===== src/rtl/booth_seq_ctrl.sv =====
// Iterative radix-4 Booth multiplier sequencer: one Booth digit per cycle into a 2*WIDTH accumulator.
// Optional macro BOOTH_SEQ_EARLY_EXIT_EN ends CALC early once every remaining digit is zero.
module booth_seq_ctrl #(
  parameter int WIDTH = 8,
  localparam int NDIG = WIDTH / 2,
  localparam int DIW  = (NDIG > 1) ? $clog2(NDIG) : 1
) (
  input  logic               clk,
  input  logic               rst,
  input  logic               in_valid,
  output logic               in_ready,
  input  logic [WIDTH-1:0]   in_x,
  input  logic [WIDTH-1:0]   in_y,
  output logic               out_valid,
  input  logic               out_ready,
  output logic [2*WIDTH-1:0] out_p,
  output logic               busy,
  output logic [DIW-1:0]     digit_idx
);

  localparam int PW = 2 * WIDTH;

  typedef enum logic [1:0] {IDLE, CALC, DONE} state_t;

  state_t          state, state_next;
  logic [PW-1:0]   x_ext;
  logic [WIDTH:0]  y_ext;
  logic [PW-1:0]   acc;
  logic [DIW-1:0]  cnt;

  logic [2:0]      win;
  logic            pp_zero, pp_inv, pp_dbl;
  logic [PW-1:0]   pp_mag, pp, pp_shifted, acc_sum;
  logic            early_exit, last_digit;

  // Booth window for digit cnt is y_ext[2cnt+2 : 2cnt].
  // NOTE: every variable written in always_comb gets a default first, so no path can infer a latch.
  always_comb begin
    win        = 3'(y_ext >> {cnt, 1'b0});
    pp_zero    = (win == 3'b000) || (win == 3'b111);
    pp_inv     = win[2];
    pp_dbl     = ~(win[1] ^ win[0]);
    pp_mag     = pp_dbl ? (x_ext << 1) : x_ext;
    pp         = '0;
    if (!pp_zero) pp = pp_inv ? -pp_mag : pp_mag;
    pp_shifted = pp << {cnt, 1'b0};
    acc_sum    = acc + pp_shifted;
  end

`ifdef BOOTH_SEQ_EARLY_EXIT_EN
  // Remaining multiplier bits Y[WIDTH-1:2cnt+1] all equal means every later digit is zero.
  logic [WIDTH-1:0] y_rest;
  assign y_rest     = $signed(y_ext[WIDTH:1]) >>> {cnt, 1'b1};
  assign early_exit = (y_rest == '0) || (y_rest == '1);
`else
  assign early_exit = 1'b0;
`endif

  assign last_digit = (cnt == DIW'(NDIG - 1)) || early_exit;

  always_comb begin
    state_next = state;
    case (state)
      IDLE:    if (in_valid)   state_next = CALC;
      CALC:    if (last_digit) state_next = DONE;
      DONE:    if (out_ready)  state_next = IDLE;
      default:                 state_next = IDLE;
    endcase
  end

  // NOTE: sequential state uses non-blocking assignments so every register samples pre-edge values.
  always_ff @(posedge clk) begin
    if (rst) begin
      state <= IDLE;
    end else begin
      state <= state_next;
    end
  end

  // NOTE: operand and accumulator registers are reset too, so out_p reads 0 after reset rather than X.
  always_ff @(posedge clk) begin
    if (rst) begin
      x_ext <= '0;
      y_ext <= '0;
      acc   <= '0;
      cnt   <= '0;
    end else begin
      case (state)
        IDLE: if (in_valid) begin
          x_ext <= {{WIDTH{in_x[WIDTH-1]}}, in_x};
          y_ext <= {in_y, 1'b0};
          acc   <= '0;
          cnt   <= '0;
        end
        CALC: begin
          acc <= acc_sum;
          if (!last_digit) cnt <= cnt + DIW'(1);
        end
        default: ;
      endcase
    end
  end

  assign in_ready  = (state == IDLE) && !rst;
  assign out_valid = (state == DONE);
  assign out_p     = acc;
  assign busy      = (state != IDLE);
  assign digit_idx = (state == CALC) ? cnt : '0;

endmodule


===== config.mk =====
export PLATFORM = sky130hd
export DESIGN_NAME = booth_seq_ctrl
export DESIGN_NICKNAME = d
export VERILOG_FILES = /design/src/rtl/booth_seq_ctrl.sv
export SDC_FILE = /design/constraint.sdc
export NUM_CORES = 1
export LEC_CHECK = 0
export CAP_MARGIN = 20
export CORE_ASPECT_RATIO = 0.75
export CORE_MARGIN = 2
export CORE_UTILIZATION = 36
export CTS_CLUSTER_DIAMETER = 120
export DETAILED_ROUTE_END_ITERATION = 7
export PLACE_DENSITY_LB_ADDON = 0.1
export SYNTH_ARGS = -nofsm -noshare
export SYNTH_HDL_FRONTEND = slang
export SYNTH_SLANG_ARGS = --single-unit

===== constraint.sdc =====
create_clock -name clk -period 14.59 [get_ports clk]
set_clock_uncertainty 0.15 [all_clocks]
set_input_delay 2.918 -clock clk [delete_from_list [all_inputs] [get_ports clk]]
set_output_delay 2.918 -clock clk [all_outputs]
set_load 0.02 [all_outputs]

**Word level (Yosys, flattened, before mapping)**

Index checks and enable logic that the tools add are counted.

- Bits in registers: 36
- Input port bits: 20
- Output and inout bits: 21
- Logic and storage cells: 43

- $add $sub $neg: 3
- Equality and inequality tests: 8
- Shift-type cells: 2
- Mux-type cells: 13
- Bitwise operators: 1
- Reduce and logical (&&, ||, !) cells: 11

Operator list:

| cell | number |
|---|---|
| $mux W16 | 3 |
| $pmux W16 S2 | 1 |
| $add A16 B16 Y16 | 1 |
| $neg A16 Y16 | 1 |
| $shl A16 B3 Y16 | 1 |
| $mux W2 | 6 |
| $shr A9 B3 Y3 | 1 |
| $mux W8 | 1 |
| $ne A2 B2 Y1 const B | 3 |
| $pmux W2 S3 | 1 |
| $reduce_and A3 Y1 | 2 |
| $eq A2 B2 Y1 const B | 2 |
| $pmux W2 S2 | 1 |
| $reduce_and A2 Y1 | 2 |
| $reduce_bool A2 Y1 | 2 |
| $eq A3 B3 Y1 const B | 1 |
| $logic_not A3 Y1 | 1 |
| $add A2 B1 Y2 const B | 1 |
| $eq A2 B1 Y1 const B | 1 |
| $logic_not A2 Y1 | 1 |
| $ne A2 B1 Y1 const B | 1 |
| $logic_and A1 B1 Y1 | 1 |
| $logic_not A1 Y1 | 1 |
| $logic_or A1 B1 Y1 | 1 |
| $xor A1 B1 Y1 | 1 |

**Depth between registers and ports, before layout**

Gate-level depths: netlist of the first run.

- Depth after elaboration: 9
- Mapped depth: 25
- Depth with buffers taken out: 23

**Worst setup path before layout of the first run**

OpenSTA, ideal clock, no wires.

- Path type: in2out
- From: input rst
- To: output in_ready
- Data arrival time: 3.633 ns
- Data required time: 11.522 ns
- Path slack: 7.889 ns
- Stages on the path: 3
- Buffers on the path: 2
- Path through: clkbuf_1 -> buf_1 -> nor2_1

- Longest elaborated chain between the ends: 2

RTL lines:

| item | RTL line | text |
|---|---|---|
| from (decl) | 9 | `input logic rst,` |
| $logic_not A1 Y1 | 104 | `assign in_ready = (state == IDLE) && !rst;` |
| $logic_and A1 B1 Y1 | 104 |  |
| to (decl) | 11 | `output logic in_ready,` |

No other way between the ends.

**Worst setup path in the final report of the first run**

Ends and elaborated chain as after synthesis.

==> impl_results.md, run 1 <==
* Status: completed
* Yosys cell types at 55
* Latest clock arrival within the worst-skew pair at 290 ps
* Postcts setup bufs at 0
* Mapped Area at 0.002739 mm2
* Top-count cell post-synth: nand2_1
* Average size of a mapped cell at roughly 7.5 um2
* Die Y at 79.54 um
* H-tree levels at 2
* Synthesized instance count at approximately 360
* Worst Path Max Fanout at 2
* Worst endpoint data arrival time at roughly 4100 ps
* Syn nets at between 400 and 500
* Initial core utilization at 37.19%
* Worst setup endpoint: in_ready
* DRC Markers at 0
* Post-synthesis compound-gate area fraction at ~25%
* EDFF count, synth at 0
* Top cells by count, synth: nand2_1, a21oi_1, dfxtp_1
* Largest net degree at the start of global routing at 36
* Hold slack at 305.5 ps
* XOR/XNOR share of the synthesized area at 4.797%
* DR vias at 2622
* Die ar. at 0.008329 mm2
* Reg-to-reg endpoint: out_p[15]
* Sequential-to-total area share from yosys stat at 26.31%
* Vias per cell at roughly 5.3
* DR iter-0 viols at between 100 and 150
* Crit start category: input port
* Reg2reg setup slack at approximately 8100 ps
* DP Cell Count at 488
* Iteration count of the initial detailed-routing pass at 4
* Relative slew margins at 31.46%
* FF-to-FF Start: cnt[0]
* Pins Over Slew Limit at 0
* Post-Synth Simple-Gate Area at 22.93%
* LEAKAGE at 1.305 nW
* Initial antenna violation count at 0
* Routed WL per cell at between 10 and 15 um
* DP HPWL at 5.074 mm
* Pwr per Cell Area at between 80 and 90 mW/mm2
* HP Class: reg2reg
* Core Area at 0.007365 mm2
* Setup WS pre-CTS at 7471 ps
* Fmax at 0.1405 GHz
* Main combinational cell family by area after synthesis: compound AO/OA/AOI/OAI gates
* Drt total wl at 6.971 mm
* I/O Buffers at 40
* Total track usage at 17.70%
* RePlAce Congestion at around 0.83
* Type of the worst setup path: in2out
* Fin crit period at 7118 ps
* Worst vdd ir at 0.00003592 V
* Remaining antenna violation count at 0
* Row Count at 27
* Global route overflow at 0
* Yosys top cell by area: dfxtp_1
* Setup TNS at 0 ps
* Largest buffer count on any clock path at 2
* Max Cap Violations at 0
* Synth async-reset ratio at 0%
* Layout area overhead at 21.11%
* IO Pins at 41
* Layout cells sized above 1 at just over 5%
* First-pass GRT wire length at 12.00 mm
* Inserted Clock Buffers at 5
* Final setup vio count at 0
* Unrepaired setup endpoints after global routing: false
* Resized Gates After CTS at 0
* Vias in the first global route at 2501
* Final critical-path share of the clock period at roughly half
* Post-Synth Adder-Cell Area at 10.32%
* Hold Violations, Final at 0
* Tot Pwr at 0.0002700 W
* # nets final at around 440
* Crit. Startpoint: rst
* Post-CTS Hold Buffers at 0
* Clock Pin Slew Worst Setup and Hold Paths at 70 ps
* Synth Register Bits at 36
* Synth Flop Type: dfxtp_1
* Post-synthesis mux area share at around 6%
* Critical Path RT at roughly 12000 ps
* Worst slew pin tran at 1026 ps
* Area contributors post-synth: dfxtp_1, ha_1, a21oi_1, nand2_1, nor2_1
* CP endpoint kind: primary output
* Clock sinks at 36
* Final worst slack at 7472 ps
* Layout Cells excl Fill at 496
* Synth top area share at 26.31%
* Synthesis Warnings at 0
* Cells on worst reg2reg path at 21
* # fillers at 804
* DIE WIDTH at 104.7 um
* Diodes inserted at 0
* CTS root buf: clkbuf_8
* Worst Hold Depth at 2
* CTS tree: done
routing by layer:
layer	vias up	global-route usage [%]	routed length, um
met5	-	0	0
met4	0	4.400	85
met3	9	3.265	228
met2	43	25.56	2832
met1	1201	26.77	3825
li1	1369	-	-
power breakdown:
group	switching, W	internal (W)	leakage (nW)
Sequential	0.00000693	0.000103	0.293
Combinational	0.0000391	0.0000314	0.957
Clock	0.0000391	0.0000506	0.0541
metrics by stage:
stage          area (um2)  util (%)
3_5_place_dp         3206     43.53
4_1_cts              3317     45.04
5_1_grt              3317     45.04
3_3_place_gp         3206     43.53
2_1_floorplan        2739         -
6_report             3317     45.04
layout by cell type (no fill, tap or decap), drive strengths merged, types with 6 or more instances in the layout:
master,netlist,routed
nand2,62,62
a21oi,46,46
clkdlybuf4s50,0,40
dfxtp,36,36
nor2,27,27
ha,21,21
o21ai,15,15
nand3,14,14
xnor2,11,11
inv,10,10
mux2i,9,9
nor3,8,8
o22ai,7,7
a21o,6,6
worst min path at each step:
stage               startpoint        to  slack, ps
detailed placement    y_ext[3]  y_ext[3]        300
floorplan             y_ext[3]  y_ext[3]        280
global route          y_ext[3]  y_ext[3]        330
global placement      y_ext[3]  y_ext[3]        290
CTS                   y_ext[3]  y_ext[3]        310
finish                y_ext[3]  y_ext[3]        310
critical path, stage by stage:
cell and delay, ps:
clkdlybuf4s50_1 420, nor2_1 110, clkdlybuf4s50_1 610
cell families after synthesis:
| family | after synthesis |
|---|---|
| AO/OA/AOI/OAI | 109 |
| flip-flops | 36 |
| XOR/XNOR | 15 |
| adder cells (fa/ha/maj) | 22 |
| multiplexers | 13 |
| AND/OR/NAND/NOR | 138 |
| buffers and inverters | 31 |
registers in the layout (all words and copies together) (netlist names):
signal and count:
x_ext 8, cnt 2, state 2, out_p 16
y_ext 8
area by class of cell:
type                       count  area [um2]  area share (%)
tap                          101       126.4           3.810
clock inverter                 3       42.54           1.283
timing repair buffer          44       430.4           12.98
sequential                    36       720.7           21.73
inverter                      10       37.54           1.132
clock buffer                   5       68.82           2.075
multi-input combinational    297        1891           57.00
No activity file was read; power rests on OpenSTA's default activity.
==> run 2: changes to the inputs <==
clock period = 7.17 ns   (was 14.59 ns; I/O delays follow)
==> impl_results.md, run 2 (synthesized netlist as in run 1, its figures left out) <==
* GRT busiest layer: met2
* I/O Buffers at 40 (unchanged)
* Clock sinks at 36 (unchanged)
* IO Pins at 41 (unchanged)
* Cells on worst reg2reg path at 21 (unchanged)
* Multi-input gate area at 0.001891 mm2 (unchanged)
* Initial core utilization at 37.19% (unchanged)
* Worst Hold Depth at 2 (unchanged)
* Max Cap Violations at 0 (unchanged)
* Setup TNS at 0 ps (unchanged)
* Resized Gates After CTS at 0 (unchanged)
* Buf/Inv on CP at 1 (-1)
* Sw Pwr at 0.0001767 W (+110%)
* RePlAce Congestion at 0.9292 (+12%)
* Worst Path Max Fanout at 24 (+22)
* M1 GR Usage at 26.28% (-0.48 points)
* Largest buffer count on any clock path at 2 (unchanged)
* Largest net degree at the start of global routing at 36 (unchanged)
* Worst endpoint data arrival time at 6360 ps (+2310 ps)
* Diodes inserted at 0 (unchanged)
* Sequential Area at 720.7 um2 (unchanged)
* Inserted Clock Buffers at 5 (unchanged)
* Status: completed
* Fmax at 0.1592 GHz
* Comb power frac at 23.0% (-3.1 points)
* Crit start category: flop
* Sw frac at 28.33% (-3.2 points)
* Worst slew pin tran at 1035 ps (+8.940 ps)
* DIE WIDTH at 104.7 um (unchanged)
* Clock Pin Slew Worst Setup and Hold Paths at 80 ps (about the same)
* Routed WL per cell at 14.35 um (+2.1%)
* H-tree levels at 2 (unchanged)
* CP Cell Sequence: mux4_1, inv_1, ha_1, mux2i_1, ha_1, nand2b_1, nor4b_1, a211oi_1, a21oi_1, nor2_1, a21oi_1, mux2i_1, ha_1, nand2_1, nor2_1, a32oi_1, nand3_1, a311oi_1, o21ai_0, a2111oi_2, o21bai_1
* Pins Over Slew Limit at 0 (unchanged)
* HP Class: reg2reg
* Setup WS pre-CTS at 971.1 ps (-6500 ps)
* Drt total wl at 7.116 mm (+2.1%)
* Most prevalent standard cell on the critical path: ha_1
* Core Area at 0.007365 mm2 (unchanged)
* Initial antenna violation count at 0 (unchanged)
* # nets final at 436 (unchanged)
* Die Y at 79.54 um (unchanged)
* CTS root buf: clkbuf_8
* Cell Int Power at 0.0004471 W (+140%)
* CP top delay family: compound AO/OA/AOI/OAI gates
* DR iter-0 viols at 120 (+19%)
* Relative slew margins at 30.87% (-0.60 points)
* First-pass GRT wire length at 12.18 mm (+1.5%)
* Final worst slack at 888.4 ps (-6584 ps)
* Final critical-path share of the clock period at between 80% and 90%
* Row Count at 27 (unchanged)
* LEAKAGE at 1.329 nW (+1.9%)
* CTS tree: done
* Pwr per Cell Area at 185.4 mW/mm2 (+130%)
* DRC Markers at 0 (unchanged)
* Layout cells sized above 1 at 5.063% (unchanged)
* Post-CTS Hold Buffers at 0 (unchanged)
* Most common cell after layout, fill and taps aside: nand2_1
* Critical Path RT at 7250 ps (-4270 ps)
* Routing usage on met2 at 27.19% (+1.6 points)
* Global route overflow at 0 (unchanged)
* Unrepaired setup endpoints after global routing: false
* Clock Power Share at 41.2% (+8.0 points)
* # fillers at 795 (-1.1%)
* Max reg flops at 16 (unchanged)
* Total track usage at 17.95% (+0.25 points)
* Fin crit period at 6282 ps
* Final setup vio count at 0 (unchanged)
* DR vias at 2596 (-0.99%)
* Postcts setup bufs at 0 (unchanged)
* CP max-delay cell: dfxtp_1
* Met3 usage at 3.184% (-0.082 points)
* Most frequent cells in the layout: nand2_1, a21oi_1, clkdlybuf4s50_1
* Layout area overhead at 22.84%
* Type of the worst setup path: reg2reg
* DP HPWL at 5.244 mm (+3.4%)
* Vias per cell at 5.234 (-0.99%)
* Sequential power share at 35.8% (-4.8 points)
* Hold Violations, Final at 0 (unchanged)
* Vias in the first global route at 2514 (+0.52%)
* Latest clock arrival within the worst-skew pair at 290 ps (about the same)
* Worst vdd ir at 0.00007599 V (+110%)
* Iteration count of the initial detailed-routing pass at 4 (unchanged)
* Die ar. at 0.008329 mm2 (unchanged)
* CP endpoint kind: flop
* Critical path's largest stage delay at 860 ps (+250 ps)
* Critical path depth at 21 (+18)
* Remaining antenna violation count at 0 (unchanged)
run 2: cell types whose count changed in the layout (fill, tap and decap cells not counted):
| cell | previous run | this run |
|---|---|---|
| bufinv_16 | 1 | 3 |
| clkinv_2 | 1 | 0 |
| clkinvlp_4 | 1 | 0 |
run 2: worst reg2reg max path, delay by kind of cell, from the launching register on:
family	cells	cell delay, ps
and+or+nand+nor	6	1100
buffers and inverters	1	80
muxes	3	1100
DFF	1	860
AOI/OAI and AO/OA	8	1870
adders and majority gates	3	1080
run 2: power groups by stage:
stage	Sequential, W	Combinational [W]	Clock [W]
finish	0.000223	0.000144	0.000257
global route	0.000226	0.000161	0.000267
CTS	0.000223	0.000144	0.000260
detailed placement	0.000228	0.000143	0
global placement	0.000228	0.000142	0
floorplan	0.000225	0.000103	0
run 2: layout make-up:
cell class	count	share of cell area (%)
clock buffer	5	2.045
clock inverter	3	2.678
inverter	10	1.116
multi-input combinational	297	56.19
sequential	36	21.42
tap	101	3.756
timing repair buffer	44	12.79
run 2: final timing paths:
path / to / slack, ps / from
setup / recovery: out_p[15] / 890 / cnt[0]
setup reg to reg: out_p[15] / 890 / cnt[0]
hold / removal: y_ext[1] / 320 / y_ext[1]
hold reg to reg: y_ext[1] / 320 / y_ext[1]
run 2: routing by layer:
layer,share of wire [%],vias up,wire length (um)
li1,-,1369,-
met1,54,1173,3868
met2,41,49,2900
met3,4.1,5,293
met4,0.74,0,53
met5,0,-,0
run 2: stage by stage:
stage,area [um2],std cells,power [W],utilization (%),hold slack [ps]
finish,3364,496,0.0006239,45.68,315.6
detailed placement,3206,488,0.0003714,43.53,305.2
global route,3364,496,0.0006540,45.68,330.2
global placement,3206,488,0.0003702,43.53,297.5
floorplan,2739,364,0.0003281,-,281.5
CTS,3364,496,0.0006277,45.68,316.5
==> run 3: changes to the inputs <==
CAP_MARGIN = 5   (was 20)
MAX_ROUTING_LAYER = met4   (was unset)
==> impl_results.md, run 3 (synthesized netlist as in run 1, its figures left out) <==
* Clock sinks at 36 (unchanged)
* Max reg flops at 16 (unchanged)
* Worst Hold Depth at 2 (unchanged)
* Most prevalent standard cell on the critical path: ha_1
* DP HPWL at 5.244 mm (unchanged)
* Met1 Wirelength at 3.835 mm (-0.85%)
* Row Count at 27 (unchanged)
* Largest buffer count on any clock path at 2 (unchanged)
* Die Y at 79.54 um (unchanged)
* Worst Path Max Fanout at 24 (unchanged)
* Hold_sp: y_ext[1]
* Fin crit period at 6274 ps (-8.069 ps)
* DIE WIDTH at 104.7 um (unchanged)
* Postcts setup bufs at 0 (unchanged)
* Reg-to-reg endpoint: out_p[15]
* Vias per cell at 5.284 (+0.96%)
* Die ar. at 0.008329 mm2 (unchanged)
* Hold Violations, Final at 0 (unchanged)
* CTS tree: done
* CP endpoint kind: flop
* Vias in the first global route at 2519 (+0.20%)
* LEAKAGE at 1.329 nW (unchanged)
* Clock Pin Slew Worst Setup and Hold Paths at 80 ps (about the same)
* Layout cells sized above 1 at 5.063% (unchanged)
* Dpl cell area at 0.003206 mm2 (unchanged)
* Inserted Clock Buffers at 5 (unchanged)
* CP top delay family: compound AO/OA/AOI/OAI gates
* Routed WL per cell at 14.35 um (about the same)
* Pins Over Slew Limit at 0 (unchanged)
* Largest net degree at the start of global routing at 36 (unchanged)
* Layout area overhead at 22.84% (unchanged)
* Total track usage at 18.43% (+0.48 points)
* RePlAce Congestion at 0.9457 (+1.8%)
* Final critical-path share of the clock period at 87.50% (-0.11 points)
* Final Cell Area at 0.003364 mm2 (unchanged)
* Relative slew margins at 30.46% (-0.40 points)
* Critical Path RT at 7250 ps (about the same)
* Layout Cells excl Fill at 496 (unchanged)
* Post-CTS Hold Buffers at 0 (unchanged)
* H-tree levels at 2 (unchanged)
* Setup WS pre-CTS at 971.1 ps (unchanged)
* Unrepaired setup endpoints after global routing: false
* Most frequent cells in the layout: nand2_1, a21oi_1, clkdlybuf4s50_1
* Iteration count of the initial detailed-routing pass at 4 (unchanged)
* Global route overflow at 0 (unchanged)
* Status: completed
* FF-to-FF Start: cnt[0]
* Diodes inserted at 0 (unchanged)
* Critical path's largest stage delay at 860 ps (about the same)
* Worst vdd ir at 0.00007598 V (about the same)
* Met2 routed WL at 2.907 mm (+0.24%)
* Final worst slack at 896.5 ps (+8.069 ps)
* Buf/Inv on CP at 1 (unchanged)
* Initial antenna violation count at 0 (unchanged)
* Cells on worst reg2reg path at 21 (unchanged)
* Core Area at 0.007365 mm2 (unchanged)
* # nets final at 436 (unchanged)
* DR iter-0 viols at 106 (-12%)
* Hold Path End: y_ext[1]
* I/O Buffers at 40 (unchanged)
* IO Pins at 41 (unchanged)
* Tot Pwr at 0.0006238 W (about the same)
* Setup TNS at 0 ps (unchanged)
* Fmax at 0.1594 GHz (+0.13%)
* CP Cell Sequence: mux4_1, inv_1, ha_1, mux2i_1, ha_1, nand2b_1, nor4b_1, a211oi_1, a21oi_1, nor2_1, a21oi_1, mux2i_1, ha_1, nand2_1, nor2_1, a32oi_1, nand3_1, a311oi_1, o21ai_0, a2111oi_2, o21bai_1
* WL met3 at 325 um (+11%)
* First-pass GRT wire length at 12.19 mm (about the same)
* Worst endpoint data arrival time at 6350 ps (about the same)
* Resized Gates After CTS at 0 (unchanged)
* DR vias at 2621 (+0.96%)
* DP Cell Count at 488 (unchanged)
* Pwr per Cell Area at 185.4 mW/mm2 (about the same)
* Worst slew pin tran at 1041 ps (+6.027 ps)
* CP max-delay cell: dfxtp_1
* Final setup vio count at 0 (unchanged)
* Reg2reg setup slack at 900 ps (about the same)
* # fillers at 795 (unchanged)
* Max layer used: met4
* Latest clock arrival within the worst-skew pair at 290 ps (about the same)
* Max Cap Violations at 0 (unchanged)
* HP Class: reg2reg
* Drt total wl at 7.118 mm (about the same)
* DRC Markers at 0 (unchanged)
* Crit start category: flop
* Type of the worst setup path: reg2reg
* Most common cell after layout, fill and taps aside: nand2_1
* Remaining antenna violation count at 0 (unchanged)
* CTS root buf: clkbuf_8
* Initial core utilization at 37.19% (unchanged)
[run 3: final cells by class]
class / instances / area [um2] / share of cell area [%]
clock buffer: 5 / 68.82 / 2.045
sequential: 36 / 720.7 / 21.42
inverter: 10 / 37.54 / 1.116
tap: 101 / 126.4 / 3.756
multi-input combinational: 297 / 1891 / 56.19
timing repair buffer: 44 / 430.4 / 12.79
clock inverter: 3 / 90.09 / 2.678
[run 3: how the worst max path moves through the flow]
stage / startpoint / endpoint / slack, ps / cells past startpoint
after floorplan: cnt[0] / out_p[15] / 2150 / 23
after global placement: cnt[0] / out_p[15] / 1230 / 21
after detailed placement: cnt[0] / out_p[15] / 970 / 21
after CTS: cnt[0] / out_p[15] / 920 / 21
after global routing: cnt[0] / out_p[15] / 230 / 21
final: cnt[0] / out_p[15] / 900 / 21
[run 3: power breakdown]
group	leakage, nW	total (W)	switching [W]	internal, W
clock network	0.0784	0.000257	0.0000827	0.000174
registers	0.293	0.000223	0.0000143	0.000209
logic	0.957	0.000144	0.0000797	0.0000638
[run 3: routing by layer]
layer  up-vias  GRT usage [%]
met5         -              -
met2        58          27.25
met3         5          3.020
li1       1370              -
met4         0          4.400
met1      1188          26.28
[run 3: stage by stage]
step | utilization (%) | hold slack (ps)
6_report | 45.68 | 315.5
5_1_grt | 45.68 | 330.2
4_1_cts | 45.68 | 316.5
3_5_place_dp | 43.53 | 305.2
3_3_place_gp | 43.53 | 297.5
2_1_floorplan | - | 281.5
[run 3: worst min-delay path, stage by stage, from the launching register on]
cell	delay, ps
dfxtp_1	320
nand2_1	50
a21oi_1	50
